[src/rtl/automat_multi_if.sv]
// -----------------------------------------------------------------------------
// automat_multi_if
// Bundles the customer-side signals of the vending automat into one interface.
//   master modport : drives coins / select / buy (and cancel), observes outputs
//   slave modport  : the automat itself
// Signals:
//   b1, b5, b10    coin inserted this cycle (1 / 5 / 10 units)
//   sel            product select, 0 = A, 1 = B
//   buy            purchase request
//   cancel         refund request (only when AUTOMAT_CANCEL_EN is defined)
//   vend_a, vend_b product dispensed, one-cycle pulse
//   r1, r5         change coin returned, one-cycle pulse
//   reject         coin refused, one-cycle pulse
//   credit         current credit, CREDIT_W bits
// Optional feature macro: AUTOMAT_CANCEL_EN
// -----------------------------------------------------------------------------
interface automat_multi_if #(
  parameter int CREDIT_W = 5
);
  logic                b1;
  logic                b5;
  logic                b10;
  logic                sel;
  logic                buy;
`ifdef AUTOMAT_CANCEL_EN
  logic                cancel;
`endif
  logic                vend_a;
  logic                vend_b;
  logic                r1;
  logic                r5;
  logic                reject;
  logic [CREDIT_W-1:0] credit;

  modport master (
    output b1, b5, b10, sel, buy,
`ifdef AUTOMAT_CANCEL_EN
    output cancel,
`endif
    input  vend_a, vend_b, r1, r5, reject, credit
  );

  modport slave (
    input  b1, b5, b10, sel, buy,
`ifdef AUTOMAT_CANCEL_EN
    input  cancel,
`endif
    output vend_a, vend_b, r1, r5, reject, credit
  );
endinterface

[src/rtl/automat_multi.sv]
// -----------------------------------------------------------------------------
// automat_multi
// Two-product vending automat. Accepts 1/5/10 coins while idle, vends product
// A or B when credit covers the price, then pays the remainder back as a run
// of r5 / r1 pulses (one per cycle). All outputs are registered.
// Ports:
//   clk    rising-edge clock
//   reset  asynchronous, active-low reset
//   bus    automat_multi_if.slave (coins, select, buy, pulses, credit)
// Parameters: PRICE_A, PRICE_B, MAX_CREDIT, CREDIT_W
//   (1 <= PRICE_A, PRICE_B <= MAX_CREDIT < 2**CREDIT_W)
// Optional feature macro: AUTOMAT_CANCEL_EN adds bus.cancel, which refunds the
// whole credit as change without vending.
// -----------------------------------------------------------------------------
module automat_multi #(
  parameter int PRICE_A    = 7,
  parameter int PRICE_B    = 12,
  parameter int MAX_CREDIT = 20,
  parameter int CREDIT_W   = 5
) (
  input  logic           clk,
  input  logic           reset,
  automat_multi_if.slave bus
);

  typedef enum logic [1:0] {
    ST_IDLE   = 2'd0,
    ST_VEND   = 2'd1,
    ST_CHANGE = 2'd2
  } state_t;

  localparam logic [CREDIT_W-1:0] PRICE_A_C = CREDIT_W'(PRICE_A);
  localparam logic [CREDIT_W-1:0] PRICE_B_C = CREDIT_W'(PRICE_B);
  localparam logic [CREDIT_W-1:0] ONE_C     = CREDIT_W'(32'd1);
  localparam logic [CREDIT_W-1:0] FIVE_C    = CREDIT_W'(32'd5);
  localparam logic [CREDIT_W-1:0] ZERO_C    = CREDIT_W'(32'd0);
  // One extra bit so credit + coin cannot wrap before the limit check.
  localparam logic [CREDIT_W:0]   MAX_C     = (CREDIT_W+1)'(MAX_CREDIT);

  state_t              state_q,  state_d;
  logic [CREDIT_W-1:0] credit_q, credit_d;
  logic                vend_a_q, vend_a_d;
  logic                vend_b_q, vend_b_d;
  logic                r1_q,     r1_d;
  logic                r5_q,     r5_d;
  logic                reject_q, reject_d;

  logic [1:0]          coin_cnt_s;
  logic [CREDIT_W:0]   coin_val_s;
  logic [CREDIT_W:0]   credit_sum_s;
  logic                coin_any_s;
  logic                coin_ok_s;
  logic [CREDIT_W-1:0] price_s;
  logic                chg_r5_s;
  logic [CREDIT_W-1:0] chg_credit_s;
  logic                cancel_req_s;

  // Coin decode, price select and the next change step
  always_comb begin
    coin_cnt_s = {1'b0, bus.b1} + {1'b0, bus.b5} + {1'b0, bus.b10};
    case ({bus.b10, bus.b5, bus.b1})
      3'b001:  coin_val_s = (CREDIT_W+1)'(32'd1);
      3'b010:  coin_val_s = (CREDIT_W+1)'(32'd5);
      3'b100:  coin_val_s = (CREDIT_W+1)'(32'd10);
      default: coin_val_s = (CREDIT_W+1)'(32'd0);
    endcase
    coin_any_s   = (coin_cnt_s != 2'd0);
    credit_sum_s = {1'b0, credit_q} + coin_val_s;
    coin_ok_s    = (coin_cnt_s == 2'd1) && (credit_sum_s <= MAX_C);
    price_s      = bus.sel ? PRICE_B_C : PRICE_A_C;
    // Change is paid largest coin first: r5 while at least 5 remains.
    if (credit_q >= FIVE_C) begin
      chg_r5_s     = 1'b1;
      chg_credit_s = credit_q - FIVE_C;
    end else begin
      chg_r5_s     = 1'b0;
      chg_credit_s = credit_q - ONE_C;
    end
`ifdef AUTOMAT_CANCEL_EN
    cancel_req_s = bus.cancel;
`else
    cancel_req_s = 1'b0;
`endif
  end

  // FSM next state, next credit and next output pulses
  always_comb begin
    state_d  = state_q;
    credit_d = credit_q;
    vend_a_d = 1'b0;
    vend_b_d = 1'b0;
    r1_d     = 1'b0;
    r5_d     = 1'b0;
    reject_d = 1'b0;
    case (state_q)
      ST_IDLE: begin
        if (coin_any_s) begin
          // A coin always wins over buy / cancel in the same cycle.
          if (coin_ok_s) begin
            credit_d = credit_sum_s[CREDIT_W-1:0];
          end else begin
            reject_d = 1'b1;
          end
        end else if (bus.buy) begin
          if (credit_q >= price_s) begin
            state_d  = ST_VEND;
            credit_d = credit_q - price_s;
            vend_a_d = ~bus.sel;
            vend_b_d = bus.sel;
          end else begin
            credit_d = credit_q;
          end
        end else if (cancel_req_s && (credit_q != ZERO_C)) begin
          // Refund starts immediately: the first change pulse comes with CHANGE.
          state_d  = ST_CHANGE;
          credit_d = chg_credit_s;
          r5_d     = chg_r5_s;
          r1_d     = ~chg_r5_s;
        end else begin
          state_d = ST_IDLE;
        end
      end
      ST_VEND, ST_CHANGE: begin
        // Coins are refused while a vend or payout is in progress.
        reject_d = coin_any_s;
        if (credit_q != ZERO_C) begin
          state_d  = ST_CHANGE;
          credit_d = chg_credit_s;
          r5_d     = chg_r5_s;
          r1_d     = ~chg_r5_s;
        end else begin
          state_d = ST_IDLE;
        end
      end
      default: begin
        state_d  = ST_IDLE;
        credit_d = ZERO_C;
      end
    endcase
  end

  // State, credit and registered output pulses
  always_ff @(posedge clk or negedge reset) begin
    if (!reset) begin
      state_q  <= ST_IDLE;
      credit_q <= ZERO_C;
      vend_a_q <= 1'b0;
      vend_b_q <= 1'b0;
      r1_q     <= 1'b0;
      r5_q     <= 1'b0;
      reject_q <= 1'b0;
    end else begin
      state_q  <= state_d;
      credit_q <= credit_d;
      vend_a_q <= vend_a_d;
      vend_b_q <= vend_b_d;
      r1_q     <= r1_d;
      r5_q     <= r5_d;
      reject_q <= reject_d;
    end
  end

  assign bus.vend_a = vend_a_q;
  assign bus.vend_b = vend_b_q;
  assign bus.r1     = r1_q;
  assign bus.r5     = r5_q;
  assign bus.reject = reject_q;
  assign bus.credit = credit_q;

endmodule

[src/flat_wrapper.sv]
// flat-port wrapper written by rule: the top's interface ports become plain ports
module automat_multi_flat 
#(
  parameter int PRICE_A    = 7,
  parameter int PRICE_B    = 12,
  parameter int MAX_CREDIT = 20,
  parameter int CREDIT_W   = 5
)
  (clk, reset, bus_b1, bus_b5, bus_b10, bus_sel, bus_buy, bus_vend_a, bus_vend_b, bus_r1, bus_r5, bus_reject, bus_credit);
  automat_multi_if #(.CREDIT_W(CREDIT_W)) bus_i ();
  input  logic clk;
  input  logic reset;
  input wire logic [$bits(bus_i.b1)-1:0] bus_b1;
  input wire logic [$bits(bus_i.b5)-1:0] bus_b5;
  input wire logic [$bits(bus_i.b10)-1:0] bus_b10;
  input wire logic [$bits(bus_i.sel)-1:0] bus_sel;
  input wire logic [$bits(bus_i.buy)-1:0] bus_buy;
  output wire logic [$bits(bus_i.vend_a)-1:0] bus_vend_a;
  output wire logic [$bits(bus_i.vend_b)-1:0] bus_vend_b;
  output wire logic [$bits(bus_i.r1)-1:0] bus_r1;
  output wire logic [$bits(bus_i.r5)-1:0] bus_r5;
  output wire logic [$bits(bus_i.reject)-1:0] bus_reject;
  output wire logic [$bits(bus_i.credit)-1:0] bus_credit;
  assign bus_i.b1 = bus_b1;
  assign bus_i.b5 = bus_b5;
  assign bus_i.b10 = bus_b10;
  assign bus_i.sel = bus_sel;
  assign bus_i.buy = bus_buy;
  assign bus_vend_a = bus_i.vend_a;
  assign bus_vend_b = bus_i.vend_b;
  assign bus_r1 = bus_i.r1;
  assign bus_r5 = bus_i.r5;
  assign bus_reject = bus_i.reject;
  assign bus_credit = bus_i.credit;
  automat_multi #(.PRICE_A(PRICE_A), .PRICE_B(PRICE_B), .MAX_CREDIT(MAX_CREDIT), .CREDIT_W(CREDIT_W)) u_core (.clk(clk), .reset(reset), .bus(bus_i));
endmodule
[config.mk]
export PLATFORM = sky130hd
export DESIGN_NAME = automat_multi_flat
export DESIGN_NICKNAME = d
export VERILOG_FILES = /design/src/rtl/automat_multi_if.sv /design/src/rtl/automat_multi.sv /design/src/flat_wrapper.sv
export SDC_FILE = /design/constraint.sdc
export NUM_CORES = 1
export LEC_CHECK = 0
export CELL_PAD_IN_SITES_DETAIL_PLACEMENT = 1
export CELL_PAD_IN_SITES_GLOBAL_PLACEMENT = 1
export CORE_MARGIN = 2
export CORE_UTILIZATION = 41
export DETAILED_ROUTE_END_ITERATION = 7
export GPL_TIMING_DRIVEN = 0
export PLACE_DENSITY_LB_ADDON = 0.12
export SLEW_MARGIN = 40
export SYNTH_ARGS = -nofsm -noshare
export SYNTH_HDL_FRONTEND = slang
export SYNTH_SLANG_ARGS = --single-unit
[constraint.sdc]
create_clock -name clk -period 2.7 [get_ports clk]
set_input_delay 0.27 -clock clk [delete_from_list [all_inputs] [get_ports clk]]
set_output_delay 0.27 -clock clk [all_outputs]
set_load 0.1 [all_outputs]
==> impl_metrics.json <==
{
  "clock_skew_ps": 1.508,
  "root_buffer": "clkbuf_4",
  "cts_tree": "built",
  "gp_congestion": 0.8002,
  "yosys-top-cells-count": "13 x inv_1, 12 x dfrtp_1, 11 x ha_1, 11 x nor2_1",
  "yosysSeqAreaShare_pct": 25.83,
  "coreArea_um2": 2734,
  "area_growth_pct": 18.84,
  "synth_most_common_cell": "inv_1",
  "antenna_found_initial": 0,
  "synth_cell_types": 41,
  "die_width_um": 57.25,
  "finalSetupViolCount": 0,
  "slew_viol_final": 0,
  "cts-buffers-inserted": 3,
  "fin_util_pct": 50.53,
  "synthesis.area_um2": 1162,
  "start_kind": "primary input",
  "async_reset_ff_share_pct": 100.0,
  "synth_edf_count": 0,
  "die-area_um2": 3277,
  "dpl.hpwl_mm": 2.605,
  "rrSetupSlack_ps": 280,
  "status": "finished clean",
  "htreeDepth": 1,
  "yosys_most_used_dff": "dfrtp_1",
  "ctsLongestPathBuffers": 2,
  "firstDrtPassIters": 4,
  "layout_min_cycle_time_ps": 2444,
  "crit_type": "in2reg",
  "port_buffers": 16,
  "vias_per_cell": 6.049,
  "cts.sinks": 12,
  "syn_nets": 152,
  "grt_pass1_vias": 1160,
  "vias": 1113,
  "rows": 19,
  "dp_cells": 178,
  "r2r-start": "u_core.bus.credit[0]",
  "cp_max_fo": 5,
  "maxSlewHeadroom_pct": 65.13,
  "max_freq_mhz": 409.2,
  "cap_violations": 0,
  "die_y_um": 57.25,
  "layout.nets": 175,
  "hold_ws_ps": 329.0,
  "finalCritPeriodShare_pct": 90.51,
  "num_io_pins": 17,
  "drc": 0,
  "worst_ep_required_time_ps": 2870,
  "overflow": 0,
  "arrival_ps": 2610,
  "synth_top_area_share_pct": 25.83,
  "synthTopCellsByArea": "dfrtp_1 26%, ha_1 12%, fa_1 5.2%",
  "routed_wl_mm": 3.332,
  "wl_per_cell_um": 18.11,
  "synth-seq-cells": 12,
  "start_util_pct": 42.52,
  "r2r_cells": 9,
  "antenna_left": 0,
  "clk_pin_slew_worst_paths_ps": 80,
  "syn_inst": 131,
  "drt-initial-drc-count": 33,
  "grt_pass1_wl_mm": 5.595,
  "clk-insertion-delay-late_ps": 280,
  "grt_usage_pct": 22.44,
  "worstMarginPinSlew_ps": 521.4,
  "rsz0062_at_grt": "false",
  "ctsHoldBuffers": 0,
  "final_hold_viol_count": 0,
  "worst_hold_path_type": "in2async",
  "antennaDiodeCount": 0,
  "instances_no_fill": 184,
  "final_layout_size_suffix_gt1_share_pct": 21.57,
  "end_kind": "flop",
  "r2r_end": "u_core.bus.credit[0]",
  "ys_warn_count": 0,
  "syn_avg_cell_area_um2": 8.873,
  "grt_max_degree": 13,
  "yosys.area.top_type": "dfrtp_1"
}
-- flip-flops by register name (all words and copies together) (netlist names) --
| signal | flops |
|---|---|
| u_core.bus.vend_a | 1 |
| u_core.state_q | 2 |
| u_core.bus.vend_b | 1 |
| u_core.bus.r5 | 1 |
| u_core.bus.r1 | 1 |
| u_core.bus.reject | 1 |
| u_core.bus.credit | 5 |
-- per-layer routing --
metal	vias up	global-route usage (%)	share of wire [%]
li1	523	-	-
met1	561	28.01	44
met2	22	40.89	52
met3	7	0.9070	1.7
met4	0	8.306	2.3
met5	-	0	0
-- through the flow --
stage | setup TNS [ps] | setup slack, ps | cell area (µm²)
after floorplan | 0 | 33.89 | 1170
after global placement | -1728 | -415.9 | 1369
after detailed placement | -2348 | -517.7 | 1319
after CTS | 0 | 0.6450 | 1366
after global routing | 0 | 79.57 | 1381
final | 0 | 256.3 | 1381
-- area by class of cell --
| class | instances | area (µm²) |
|---|---|---|
| fill | 339 | 1353 |
| timing repair buffer | 18 | 132.6 |
| buffer | 4 | 18.77 |
| multi-input combinational | 102 | 798.3 |
| clock buffer | 4 | 36.28 |
| sequential | 12 | 307.8 |
| tap | 31 | 38.79 |
| inverter | 13 | 48.80 |
-- worst max-delay path, cell delays in order --
cell             delay (ps)
clkdlybuf4s50_1         550
inv_1                   120
ha_1                    360
o211ai_1                110
o21ai_1                 180
nand2_1                 170
a31oi_4                 290
and3_4                  260
mux2_4                  300
-- cells in the final DEF (no fill, tap or decap), types with 3 or more instances in the layout --
cell type        count
a21oi_1              6
a22o_2               3
buf_2               13
clkbuf_4             3
clkdlybuf4s50_1      3
dfrtp_1             10
dlymetal6s2s_1       3
fa_1                 3
ha_1                11
inv_1               13
nand2_1              7
nand2b_1             7
nand4_1              5
nor2_1              11
nor4_1               3
o211ai_1             3
o21ai_0              4
xnor2_1              5
-- cell families (layout without fill, tap and decap cells) --
logic type      after synthesis  after routing  synth area share, %
simple gates                 44             44                20.88
flops                        12             12                25.83
xor+xnor                      6              6                4.521
mux                           1              1                1.291
buf+inv                      17             39                5.812
fa+ha+maj                    14             14                17.01
compound gates               37             37                24.65
-- worst max path at each step --
| stage | start | end | slack [ps] | cells after the start |
|---|---|---|---|---|
| 4_1_cts | bus_b1 | u_core.bus.credit[0] | 0.6 | 12 |
| 5_1_grt | bus_sel | u_core.bus.credit[0] | 80 | 9 |
| 2_1_floorplan | u_core.bus.credit[3] | u_core.bus.credit[0] | 30 | 7 |
| 6_report | bus_sel | u_core.bus.credit[0] | 260 | 9 |
| 3_3_place_gp | bus_b5 | u_core.bus.credit[0] | -420 | 12 |
| 3_5_place_dp | bus_b1 | u_core.bus.credit[0] | -520 | 12 |
-- what timing repair did --
item / CTS / global route
setup endpoints to repair: 5 / 5
setup buffers: 1 / 1
pin swaps: 0 / 1
resized for setup: 1 / 4
Power is not shown: default switching activity piles up to over one toggle a cycle in this logic, so the estimate is an artifact.
